--- src/rtl/mc_ctrl.sv ---
// ---------------------------------------------------------------------------
// mc_ctrl - multi-cycle control unit for the MIPS32 datapath.
//
// The FSM walks each instruction only through the steps it needs:
//   j        : Fetch -> Decd
//   beq      : Fetch -> Decd -> Exe
//   R/ori/lui: Fetch -> Decd -> Exe -> WrBack
//   sw       : Fetch -> Decd -> Exe -> OpMem(wait)
//   lw       : Fetch -> Decd -> Exe -> OpMem(wait) -> WrBack
// Illegal opcodes and data-memory timeouts park the FSM in Trap until clr.
//
// Ports
//   clk, clr        : clock, asynchronous active-high reset
//   decdOp          : decoded opcode, stable from Decd until retire
//   zero            : ALU zero flag (used by beq in Exe)
//   dm_ack          : data-memory completion (only looked at in OpMem)
//   PCWr/IRWr/GPRWr : PC / IR / register-file write strobes
//   DMReq/DMWr      : data-memory request and write qualifier
//   ExtOp/RWSel/BSel/MemToReg/ALUOp : static decode of decdOp
//   nPCOp           : next-PC select (00 PC+4, 01 branch, 10 jump)
//   state           : current FSM state
//   trap/trap_cause : trap flag and cause (0 illegal, 1 memory timeout)
//   retired         : retired-instruction counter (wraps)
// ---------------------------------------------------------------------------
module mc_ctrl #(
  parameter int OP_W    = 7,
  parameter int ALUOP_W = 4,
  parameter int CNT_W   = 32,
  parameter int MEM_TMO = 15
) (
  input  logic               clk,
  input  logic               clr,
  input  logic [OP_W-1:0]    decdOp,
  input  logic               zero,
  input  logic               dm_ack,
  output logic               PCWr,
  output logic               IRWr,
  output logic               GPRWr,
  output logic               DMReq,
  output logic               DMWr,
  output logic               ExtOp,
  output logic               RWSel,
  output logic               BSel,
  output logic               MemToReg,
  output logic [1:0]         nPCOp,
  output logic [ALUOP_W-1:0] ALUOp,
  output logic [2:0]         state,
  output logic               trap,
  output logic               trap_cause,
  output logic [CNT_W-1:0]   retired
);

  localparam int WAIT_W = (MEM_TMO < 1) ? 1 : $clog2(MEM_TMO + 1);

  localparam logic [OP_W-1:0] OP_ADDU = OP_W'(7'b1000011);
  localparam logic [OP_W-1:0] OP_SUBU = OP_W'(7'b1000111);
  localparam logic [OP_W-1:0] OP_SLT  = OP_W'(7'b1001010);
  localparam logic [OP_W-1:0] OP_ORI  = OP_W'(7'b0011010);
  localparam logic [OP_W-1:0] OP_LUI  = OP_W'(7'b0011110);
  localparam logic [OP_W-1:0] OP_LW   = OP_W'(7'b1000110);
  localparam logic [OP_W-1:0] OP_SW   = OP_W'(7'b1010110);
  localparam logic [OP_W-1:0] OP_BEQ  = OP_W'(7'b0001000);
  localparam logic [OP_W-1:0] OP_J    = OP_W'(7'b0000100);

  localparam logic [2:0] ALU_NOP = 3'd0;
  localparam logic [2:0] ALU_ADD = 3'd1;
  localparam logic [2:0] ALU_SUB = 3'd2;
  localparam logic [2:0] ALU_OR  = 3'd4;
  localparam logic [2:0] ALU_SLT = 3'd5;
  localparam logic [2:0] ALU_LUI = 3'd7;

  typedef enum logic [2:0] {
    S_INIT   = 3'b000,
    S_FETCH  = 3'b001,
    S_DECD   = 3'b010,
    S_EXE    = 3'b011,
    S_OPMEM  = 3'b100,
    S_WRBACK = 3'b101,
    S_TRAP   = 3'b110,
    S_BAD    = 3'b111
  } state_e;

  state_e              state_q, state_d;
  logic [WAIT_W-1:0]   wait_q, wait_d;
  logic                cause_q, cause_d;
  logic [CNT_W-1:0]    ret_q;
  logic                ret_inc;

  logic is_addu, is_subu, is_slt, is_ori, is_lui, is_lw, is_sw, is_beq, is_j;
  logic is_legal;
  logic [2:0] alu_code;

  // Opcode match flags
  always_comb begin
    is_addu  = (decdOp == OP_ADDU);
    is_subu  = (decdOp == OP_SUBU);
    is_slt   = (decdOp == OP_SLT);
    is_ori   = (decdOp == OP_ORI);
    is_lui   = (decdOp == OP_LUI);
    is_lw    = (decdOp == OP_LW);
    is_sw    = (decdOp == OP_SW);
    is_beq   = (decdOp == OP_BEQ);
    is_j     = (decdOp == OP_J);
    is_legal = is_addu | is_subu | is_slt | is_ori | is_lui |
               is_lw | is_sw | is_beq | is_j;
  end

  // Static decode outputs, valid in every state
  always_comb begin
    ExtOp    = is_ori | is_lui | is_lw | is_sw | is_beq;
    BSel     = is_ori | is_lui | is_lw | is_sw;
    RWSel    = is_addu | is_subu | is_slt;
    MemToReg = ~is_lw;
    if (is_addu | is_lw | is_sw) begin
      alu_code = ALU_ADD;
    end else if (is_subu | is_beq) begin
      alu_code = ALU_SUB;
    end else if (is_slt) begin
      alu_code = ALU_SLT;
    end else if (is_ori) begin
      alu_code = ALU_OR;
    end else if (is_lui) begin
      alu_code = ALU_LUI;
    end else begin
      alu_code = ALU_NOP;
    end
    ALUOp = ALUOP_W'(alu_code);
  end

  // State register, memory wait counter, trap cause and retire counter
  always_ff @(posedge clk or posedge clr) begin
    if (clr) begin
      state_q <= S_INIT;
      wait_q  <= WAIT_W'(0);
      cause_q <= 1'b0;
      ret_q   <= CNT_W'(0);
    end else begin
      state_q <= state_d;
      wait_q  <= wait_d;
      cause_q <= cause_d;
      if (ret_inc) begin
        ret_q <= ret_q + CNT_W'(1);
      end else begin
        ret_q <= ret_q;
      end
    end
  end

  // Next-state and Moore strobe logic; strobes follow state_q only, so an
  // asynchronous clr silences them immediately
  always_comb begin
    state_d = state_q;
    wait_d  = wait_q;
    cause_d = cause_q;
    ret_inc = 1'b0;
    PCWr    = 1'b0;
    IRWr    = 1'b0;
    GPRWr   = 1'b0;
    DMReq   = 1'b0;
    DMWr    = 1'b0;
    nPCOp   = 2'b00;
    trap    = 1'b0;
    case (state_q)
      S_INIT: begin
        state_d = S_FETCH;
      end
      S_FETCH: begin
        IRWr    = 1'b1;
        PCWr    = 1'b1;
        state_d = S_DECD;
      end
      S_DECD: begin
        if (is_j) begin
          PCWr    = 1'b1;
          nPCOp   = 2'b10;
          ret_inc = 1'b1;
          state_d = S_FETCH;
        end else if (!is_legal) begin
          cause_d = 1'b0;
          state_d = S_TRAP;
        end else begin
          state_d = S_EXE;
        end
      end
      S_EXE: begin
        if (is_beq) begin
          nPCOp   = 2'b01;
          PCWr    = zero;
          ret_inc = 1'b1;
          state_d = S_FETCH;
        end else if (is_lw | is_sw) begin
          wait_d  = WAIT_W'(0);
          state_d = S_OPMEM;
        end else begin
          state_d = S_WRBACK;
        end
      end
      S_OPMEM: begin
        DMReq = 1'b1;
        DMWr  = is_sw;
        // An ack always wins, even in the cycle the counter hits the limit
        if (dm_ack) begin
          if (is_sw) begin
            ret_inc = 1'b1;
            state_d = S_FETCH;
          end else begin
            state_d = S_WRBACK;
          end
        end else if (wait_q == WAIT_W'(MEM_TMO)) begin
          cause_d = 1'b1;
          state_d = S_TRAP;
        end else begin
          wait_d = wait_q + WAIT_W'(1);
        end
      end
      S_WRBACK: begin
        GPRWr   = 1'b1;
        ret_inc = 1'b1;
        state_d = S_FETCH;
      end
      S_TRAP: begin
        trap = 1'b1;
      end
      default: begin
        state_d = S_INIT;
      end
    endcase
  end

  assign state      = state_q;
  assign trap_cause = cause_q;
  assign retired    = ret_q;

endmodule

--- config.mk ---
export PLATFORM = sky130hd
export DESIGN_NAME = mc_ctrl
export DESIGN_NICKNAME = d
export VERILOG_FILES = /design/src/rtl/mc_ctrl.sv
export SDC_FILE = /design/constraint.sdc
export NUM_CORES = 1
export LEC_CHECK = 0
export BUFFER_PORTS_ARGS = -buffer_cell sky130_fd_sc_hd__buf_2
export CAP_MARGIN = 20
export CORE_ASPECT_RATIO = 1.2
export CORE_UTILIZATION = 30
export DETAILED_ROUTE_END_ITERATION = 8
export PLACE_DENSITY = 0.58
export SYNTH_ARGS = -nofsm -noshare
export SYNTH_HDL_FRONTEND = slang
export SYNTH_SLANG_ARGS = --single-unit
--- constraint.sdc ---
create_clock -name clk -period 4.9 [get_ports clk]
set_input_delay 0.245 -clock clk [delete_from_list [all_inputs] [get_ports clk]]
set_output_delay 0.245 -clock clk [all_outputs]
set_load 0.005 [all_outputs]
==> results.md, run 1 <==
- DRT Wirelength: 5340 um
- Synth cell count leaders: dfrtp_1 (40), xnor2_1 (29), nand3_1 (20)
- Seq/Total Area, Yosys: 0.4231
- Crit path launch type: flop
- Syn Nets: 257
- CTS buffer count: 5
- Async SR Flop Fraction: 1.000
- CTS max path bufs: 2
- Initial Utilization: 0.3087
- Clk root buf: clkbuf_8
- Final HPWL DP: 3985 um
- Hold WS: 0.06862 ns
- Crit path time final: 2.518 ns
- Hold Vio Cnt, Final: 0
- First-pass GRT wire length: 9087 um
- RD Place Congestion: 0.8178
- Pins Over Slew Limit: 0
- Area growth, synth to finish: 20.94%
- Largest family of logic cells by synthesized area: simple AND/OR/NAND/NOR gates
- Reg2reg setup slack: 2.38 ns
- Post-synth EDFFs: 0
- TritonCTS clock tree: built
- Peak VDD IR: 207.6 uV
- Worst setup path category: reg -> reg
- Pwr per Cell Area: 385.6 mW/mm2
- DIE AREA: 0.008248 mm2
- Clk_lat worst skew: 0.29 ns
- Sequential cell area: 0.001001 mm2
- Residual DRC: 0
- Hold buffers post-CTS: 0
- Compound-gate portion of the synthesized area: 0.09043
- Wire per inst: 13.48 um
- Peak Freq: 397.1 MHz
- Top Ports: 63
- Rel. slew slack: 0.4377
- Rows: 35
- Die Width: 83.07 um
- Hold WC Path Type: in -> async
- CP arrival: 2.68 ns
- RSZ-0062 raised after global routing: no
- Reg clk slew, reported paths: 0.08 ns
- Filler cells: 774
- Mapped Area: 0.002366 mm2
- Top cells by area, synth: dfrtp_1 (42%), xnor2_1 (11%), nand3_1 (4.2%)
- Number of DRC markers in iteration 0: 106
- Simple-gate share of the synthesized area: 0.2903
- Cells after synthesis: 242
- Vias: 1959
- Final setup TNS: 0 ns
- Synth cell types: 54
- Yosys warnings: 0
- XOR/XNOR Fraction of Synth Area: 0.1148
- Initial antenna violation count: 0
- Final setup viols: 0
- CP max FO: 32
- Leakage: 1.359 nW
- Clock Sinks: 40
- CP required: 5.07 ns
- DR pass1 iterations: 4
- Max H-tree Level: 2
- Largest net degree at the start of global routing: 41
- Antenna cell count: 0
- GRT overflow: 0
- Leading area contributor after synthesis: dfrtp_1
- Synth top area share: 0.4231
- Adder-cell share of the synthesized area: 0.02115
- Number of global-route vias before repair: 1850
- Max-Cap Viols: 0
- Layout cell share with drive strength beyond 1: 0.2664
- Mapped Avg Cell Area: 9.777 um2
- Die Y: 99.29 um
- Status: completed
- Number of gates resized after cts: 0
- Core Box Area: 0.007664 mm2
- Multi-input combinational cell area: 0.001247 mm2
- GRT Resource Usage Total: 0.1335
- Worst-margin pin slew: 0.8434 ns
- Net count reported at finish: 319
- Most common cell in the synthesized netlist: dfrtp_1
- Yosys reg bits: 40
- Clock Skews: 0.009007 ns
- Count of input and output buffers: 61
- Crit path capture type: flop
- Remaining antenna violation count after routing: 0
- Mux share of post-synthesis cell area: 0.008990
- Via density: 4.947
- Post-CTS Setup Repair Bufs: 0
- Ys flop type: dfrtp_1
- Final period util: 0.5139
==> cell usage in the layout (no fill, tap or decap), drive strengths merged, types with 2 or more instances in the layout <==
cell / count
o211ai: 2
dfrtp: 40
clkbuf: 5
nor3b: 2
nand4: 17
nand3: 20
a22o: 2
nand2b: 2
nor2: 10
bufinv: 2
nor3: 7
nand2: 17
ha: 4
nor4: 2
o21ai: 7
xnor2: 29
o211a: 2
buf: 62
a31oi: 4
and2: 5
and3: 8
or2: 3
nor2b: 12
and3b: 3
inv: 12
nor4b: 2
xor2: 2
==> worst paths after layout <==
| check | start | to | cells after the start |
|---|---|---|---|
| max in group asynchronous | clr | retired[12] | 3 |
| worst min-delay path | clr | retired[2] | 3 |
| worst min register to register | retired[31] | retired[31] | 1 |
| min in group clk | dm_ack | trap_cause | 4 |
| worst max register to register | state[2] | retired[20] | 7 |
| worst max-delay path | state[2] | retired[20] | 7 |
==> where the power goes <==
| group | total, mW | internal (mW) | switching (mW) |
|---|---|---|---|
| clock network | 0.312 | 0.201 | 0.112 |
| logic | 0.328 | 0.152 | 0.176 |
| registers | 0.463 | 0.377 | 0.0860 |
==> registers in the layout, summed over array words and instances, names as in the netlist <==
register	cells
wait_q	4
state	3
retired	32
trap_cause	1
==> area by class of cell <==
class / instances / share of cell area
inverters: 13 / 0.01968
flip-flops and latches: 40 / 0.3498
well taps: 92 / 0.04023
clock inverters: 2 / 0.02099
clock buffers: 5 / 0.02405
multi-input cells: 182 / 0.4359
repair buffers: 62 / 0.1093
==> metrics by stage <==
step	util	setup slack (ns)	total power [mW]	instances	area, um2
final	0.3734	2.382	1.103	396	2861
after detailed placement	0.3566	2.380	0.8017	389	2733
after global routing	0.3734	2.209	1.176	396	2861
after global placement	0.3566	2.463	0.7958	389	2733
after floorplan	-	2.920	0.7017	242	2366
after CTS	0.3734	2.372	1.117	396	2861
==> kinds of logic after synthesis <==
group	after synthesis
AO/OA/AOI/OAI	28
multiplexers	2
other	1
adder cells (fa/ha/maj)	4
AND/OR/NAND/NOR	116
flip-flops	40
buffers and inverters	20
XOR/XNOR	31
==> worst max-delay path, stage by stage (launching register included) <==
cell and delay [ns]:
dfrtp_1 0.60, inv_4 0.06, or3_4 0.43, clkinv_4 0.08, nand4_4 0.11, a31oi_4 0.72, nand4_1 0.21, xnor2_1 0.18
==> routing by layer <==
metal  routed length (um)  share of wire  global-route usage  vias to the layer above
met5                    0              0                   0                        -
met4                   82          0.015             0.04377                        0
met3                  248          0.046             0.02407                        7
met2                 2519           0.47              0.2207                       59
met1                 2489           0.47              0.1767                      906
li1                     -              -                   -                      987
Power figures use the tool's default switching activity.
==> run 2: changes to the inputs <==
Clock period 4.9 ns to 2.6 ns, I/O delays scaled along.
==> run 2 against run 1 <==
Clock power up 24%; utilization down 0.24 points; count of clock-buffer cells in the layout up 1; non-clock buffer count up 4; critical path depth unchanged; design area down 0.66%; sequential share of layout area up 0.23 points; register-to-register slack worse by 2.0 ns; worst setup slack worse by 2.0 ns; maximum frequency up 11%; flip-flop and latch count unchanged; largest cell class unchanged; highest routed layer unchanged.
==> results.md, run 2 (synthesis results as in run 1) <==
- Core Box Area: 0.007664 mm2 (unchanged)
- Clock Skews: 0.006407 ns (-0.002600 ns)
- Register share of total power: 0.462 (+0.042)
- Remaining antenna violation count after routing: 0 (unchanged)
- Max-Cap Viols: 0 (unchanged)
- Pins Over Slew Limit: 0 (unchanged)
- Slowest cell delay on critical path: 0.60 ns (-0.12 ns)
- Crit path time final: 2.266 ns (-0.2523 ns)
- Wire per inst: 13.33 um (-1.2%)
- Layout cell share with drive strength beyond 1: 0.2695 (+0.003033)
- Non-Filler Instances: 400 (+1.0%)
- Rel. slew slack: 0.5152 (+0.07743)
- Placed cell count: 392 (+0.77%)
- GRT overflow: 0 (unchanged)
- Most common cell after layout, fill and taps aside: buf_2
- Hold Vio Cnt, Final: 0 (unchanged)
- Clock Sinks: 40 (unchanged)
- Top Ports: 63 (unchanged)
- Status: completed
- RSZ-0062 raised after global routing: no
- Number of DRC markers in iteration 0: 85 (-20%)
- Residual DRC: 0 (unchanged)
- Pwr per Cell Area: 662.9 mW/mm2 (+72%)
- Final period util: 0.8715 (+0.3576)
- TritonCTS clock tree: built
- Initial antenna violation count: 0 (unchanged)
- Rows: 35 (unchanged)
- Die Y: 99.29 um (unchanged)
- Net Switching: 0.6949 mW (+86%)
- Net Sw Frac: 0.3687 (+0.02989)
- Largest net degree at the start of global routing: 41 (unchanged)
- Via density: 5.068 (+2.4%)
- Slowest-stage cell, CP: dfrtp_1
- Comb power frac: 0.333 (+0.036)
- Initial Utilization: 0.3087 (unchanged)
- Die Width: 83.07 um (unchanged)
- CP required: 2.77 ns (-2.30 ns)
- Crit path capture type: flop
- CTS buffer count: 5 (unchanged)
- Crit-path cells: inv_4 > or3_4 > clkinv_4 > nand4_4 > a31oi_4 > buf_4 > mux2_1
- Vias: 2027 (+3.5%)
- Final HPWL DP: 4004 um (+0.48%)
- DRT Wirelength: 5331 um (-0.17%)
- DIE AREA: 0.008248 mm2 (unchanged)
- Count of input and output buffers: 61 (unchanged)
- Max H-tree Level: 2 (unchanged)
- Clock power share: 0.205 (-0.078)
- Area growth, synth to finish: 20.15%
- Crit path launch type: flop
- GRT Resource Usage Total: 0.1369 (+0.003389)
- Pint: 1.190 mW (+63%)
- Final setup viols: 0 (unchanged)
- Final setup TNS: 0 ns (unchanged)
- Fin area: 0.002843 mm2 (-0.66%)
- Clk_lat worst skew: 0.29 ns (about the same)
- Worst-margin pin slew: 0.7246 ns (-0.1188 ns)
- Reg clk slew, reported paths: 0.07 ns (about the same)
- Max reg flops: 32 (unchanged)
- Placed cell area: 0.002755 mm2 (+0.82%)
- CTS max path bufs: 2 (unchanged)
- Hold WC Path Type: in -> reg
- RD Place Congestion: 0.8398 (+2.7%)
- Antenna cell count: 0 (unchanged)
- Commonest non-fill, non-tap cells in the layout: buf_2 (61), dfrtp_1 (40), xnor2_1 (29)
- CP arrival: 2.44 ns (-0.24 ns)
- Number of global-route vias before repair: 1921 (+3.8%)
- First-pass GRT wire length: 9094 um (about the same)
- CP max FO: 32 (unchanged)
- Clk root buf: clkbuf_8
- Worst setup path category: reg -> reg
- DR pass1 iterations: 4 (unchanged)
- Peak Freq: 441.3 MHz (+11%)
- Leakage: 1.356 nW (-0.21%)
- Net count reported at finish: 323 (+1.3%)
- Peak VDD IR: 314.4 uV (+51%)
- Filler cells: 802 (+3.6%)
-- run 2: cell count changes in the layout (fill, tap and decap cells not counted) --
| cell | before | now |
|---|---|---|
| dlygate4sd3_1 | 0 | 1 |
| clkbuf_1 | 0 | 1 |
| clkinv_2 | 0 | 1 |
| bufinv_16 | 2 | 0 |
| buf_4 | 1 | 4 |
-- run 2: cell type report --
cell class	instances	area, um2	area share
multi-input combinational	182	1247	0.4388
sequential	40	1001	0.3521
timing repair buffer	66	345.3	0.1215
tap	92	115.1	0.04049
clock buffer	6	72.57	0.02553
inverter	13	56.30	0.01981
clock inverter	1	5.005	0.001761
-- run 2: metrics by stage --
step	util	hold WS, ns	total power, mW	worst slack (ns)
CTS	0.3709	0.3040	1.922	0.3201
floorplan	-	0.3478	1.323	0.6201
detailed placement	0.3595	0.2964	1.522	0.3472
finish	0.3709	0.3192	1.884	0.3340
global route	0.3709	0.3998	2.038	0.1935
global placement	0.3595	0.2884	1.509	0.4023
-- run 2: critical path: cells and delay by family, from the launching register on --
kind	cells	cell delay, ns
buffers and inverters	3	0.47
AND/OR/NAND/NOR	2	0.53
multiplexers	1	0.35
flip-flops	1	0.60
AO/OA/AOI/OAI	1	0.18
-- run 2: power by group through the flow --
stage               sequential (mW)  clock (mW)  combinational [mW]
floorplan                     0.813           0               0.509
global placement              0.879           0               0.630
detailed placement            0.883           0               0.639
CTS                           0.872       0.406               0.643
global route                  0.898       0.431               0.709
finish                        0.871       0.386               0.627
-- run 2: metal layers --
layer / GRT usage / part of all wire / vias to the layer above
li1: - / - / 995
met1: 0.1618 / 0.44 / 964
met2: 0.2371 / 0.49 / 59
met3: 0.03071 / 0.049 / 9
met4: 0.06233 / 0.022 / 0
met5: 0 / 0 / -
-- run 2: worst paths after layout --
kind | start | endpoint | slack, ns | cells past startpoint
setup / recovery | state[2] | retired[1] | 0.33 | 7
hold / removal | dm_ack | trap_cause | 0.32 | 4
setup reg to reg | state[2] | retired[1] | 0.33 | 7
hold reg to reg | retired[31] | retired[31] | 0.46 | 1
max in group asynchronous | clr | retired[25] | 1.75 | 4
min in group asynchronous | clr | retired[2] | 0.50 | 4
-- run 2: repair_timing --
item | 4_1_cts | 5_1_grt
hold buffers | 1 | 0
hold endpoints to repair | 40 | 0
buffers inserted | 0 | 0
gates resized for setup | 0 | 0
==> run 3: changes to the inputs <==
Settings changed: PLACE_DENSITY 0.58 to 0.57.
==> run 3 against run 2 <==
Flip-flop and latch count did not move; power rose by 18%; utilization rose by 1.4 points; combinational power rose by 12%; worst setup slack improved by 0.096 ns; non-clock buffer count rose by 2; sequential power fell by 4.4%; clock skew rose by 0.0015 ns; global-route usage barely moved; first-iteration DRC count fell by 24%; critical path type unchanged; largest power group unchanged.
==> results.md, run 3 (synthesis results as in run 1) <==
- Final period util: 0.8347 (-0.03685)
- Rel. slew slack: 0.5301 (+0.01494)
- Clock Skews: 0.007944 ns (+0.001537 ns)
- Vias: 1996 (-1.5%)
- Commonest non-fill, non-tap cells in the layout: buf_2 (61), dfrtp_1 (40), xnor2_1 (29)
- Peak VDD IR: 341.7 uV (+8.7%)
- Max reg flops: 32 (unchanged)
- Reg2reg setup slack: 0.43 ns (+0.10 ns)
- Number of global-route vias before repair: 1915 (-0.31%)
- Initial Utilization: 0.3087 (unchanged)
- Worst setup path category: reg -> reg
- RD Place Congestion: 0.7607 (-9.4%)
- Max H-tree Level: 2 (unchanged)
- RSZ-0062 raised after global routing: no
- Residual DRC: 0 (unchanged)
- GRT Resource Usage Total: 0.1372 (+0.0003555)
- Family with the most delay on the worst path: simple AND/OR/NAND/NOR gates
- Die Y: 99.29 um (unchanged)
- Worst-margin pin slew: 0.7022 ns (-0.02233 ns)
- Status: completed
- CTS buffer count: 5 (unchanged)
- DRT Wirelength: 5217 um (-2.1%)
- GRT overflow: 0 (unchanged)
- Layout cell share with drive strength beyond 1: 0.2797 (+0.01026)
- Number of gates resized after cts: 0 (unchanged)
- Slowest-stage cell, CP: dfrtp_1
- Reg clk slew, reported paths: 0.08 ns (about the same)
- Remaining antenna violation count after routing: 0 (unchanged)
- Initial antenna violation count: 0 (unchanged)
- Via density: 4.953 (-2.3%)
- Instance count on the critical path: 7 (unchanged)
- Final setup TNS: 0 ns (unchanged)
- Hold WC Path Type: in -> reg
- Filler cells: 769 (-4.1%)
- End of the worst hold path: trap_cause
- Largest net degree at the start of global routing: 41 (unchanged)
- TritonCTS clock tree: built
- Most common cell after layout, fill and taps aside: buf_2
- Reg2Reg Depth: 7 (unchanged)
- Peak Freq: 460.8 MHz (+4.4%)
- Post-CTS Setup Repair Bufs: 0 (unchanged)
- Placement Setup Slack: 0.4225 ns (+0.07532 ns)
- Hold Path Origin: dm_ack
- Leakage: 1.406 nW (+3.7%)
- Placed cell area: 0.002783 mm2 (+1.0%)
- CP max FO: 22 (-31%)
- Pwr per Cell Area: 756.2 mW/mm2 (+14%)
- Die Width: 83.07 um (unchanged)
- Clock Sinks: 40 (unchanged)
- Core Box Area: 0.007664 mm2 (unchanged)
- CP required: 2.81 ns (+0.04 ns)
- Critical R2R Launch: state[1]
- Clk root buf: clkbuf_8
- Final setup viols: 0 (unchanged)
- Crit path time final: 2.170 ns (-0.09582 ns)
- Area growth, synth to finish: 24.75%
- Fin area: 0.002952 mm2 (+3.8%)
- Slowest cell delay on critical path: 0.55 ns (-0.05 ns)
- CP arrival: 2.38 ns (-0.06 ns)
- Clk_lat worst skew: 0.29 ns (about the same)
- Hold Vio Cnt, Final: 0 (unchanged)
- First-pass GRT wire length: 9101 um (about the same)
- Count of input and output buffers: 61 (unchanged)
- Top Ports: 63 (unchanged)
- Setup ws final: 0.4298 ns (+0.09582 ns)
- DIE AREA: 0.008248 mm2 (unchanged)
- Wire per inst: 12.95 um (-2.9%)
- Number of DRC markers in iteration 0: 65 (-24%)
- R2R Path End: retired[21]
- Crit path launch type: flop
- Rows: 35 (unchanged)
- Worst Path Buf+Inv: 2 (-1)
- Net count reported at finish: 325 (+0.62%)
- Hold path cells: 4 (unchanged)
- DR pass1 iterations: 4 (unchanged)
- Final HPWL DP: 3998 um (-0.16%)
- Crit-path cells: or3_4 > clkinv_4 > nand4_4 > a31oi_4 > buf_12 > nor2b_1 > xor2_1
- Pins Over Slew Limit: 0 (unchanged)
- Antenna cell count: 0 (unchanged)
- Total power: 2.232 mW (+18%)
- Crit path capture type: flop
- Max-Cap Viols: 0 (unchanged)
- CTS max path bufs: 2 (unchanged)
-- run 3: power breakdown --
group | internal (mW) | switching (mW) | leakage, nW
sequential | 0.711 | 0.122 | 0.531
clock | 0.480 | 0.215 | 0.0784
combinational | 0.325 | 0.379 | 0.797
total | 1.52 | 0.715 | 1.41
-- run 3: routing by layer --
metal | wire [um] | part of all wire | global-route usage | up-vias
met4 | 72 | 0.014 | 0.05172 | 0
met3 | 266 | 0.051 | 0.02988 | 4
met5 | 0 | 0 | 0 | -
met1 | 2321 | 0.44 | 0.1660 | 936
li1 | - | - | - | 998
met2 | 2557 | 0.49 | 0.2390 | 58
-- run 3: worst max-delay path by stage --
stage | startpoint | endpoint | slack [ns]
floorplan | state[2] | retired[1] | 0.62
global placement | state[1] | retired[12] | 0.44
detailed placement | state[1] | retired[20] | 0.42
CTS | state[1] | retired[21] | 0.40
global route | state[1] | retired[21] | 0.25
finish | state[1] | retired[21] | 0.43
-- run 3: per-stage QoR --
stage	instances	hold WS, ns	util
final	403	0.3099	0.3851
after global routing	403	0.3783	0.3851
after CTS	403	0.2924	0.3851
after detailed placement	394	0.2883	0.3631
after global placement	394	0.2826	0.3631
after floorplan	242	0.3478	-
-- run 3: area by class of cell --
class | instances | area, um2 | share of cell area
clock buffers | 5 | 68.82 | 0.02331
multi-input cells | 182 | 1247 | 0.4226
repair buffers | 68 | 372.9 | 0.1263
inverters | 13 | 56.30 | 0.01908
clock inverters | 3 | 90.09 | 0.03052
well taps | 92 | 115.1 | 0.03900
flip-flops and latches | 40 | 1001 | 0.3391
-- run 3: tightest hold or removal path: stages --
cell     delay [ns]
buf_2          0.17
nor3_1         0.08
a21oi_1        0.09
o21ai_0        0.08
-- run 3: repair_timing --
action	in CTS	in global routing
endpoints found under the setup margin	0	0
hold buffers	1	0
hold endpoints to repair	40	0
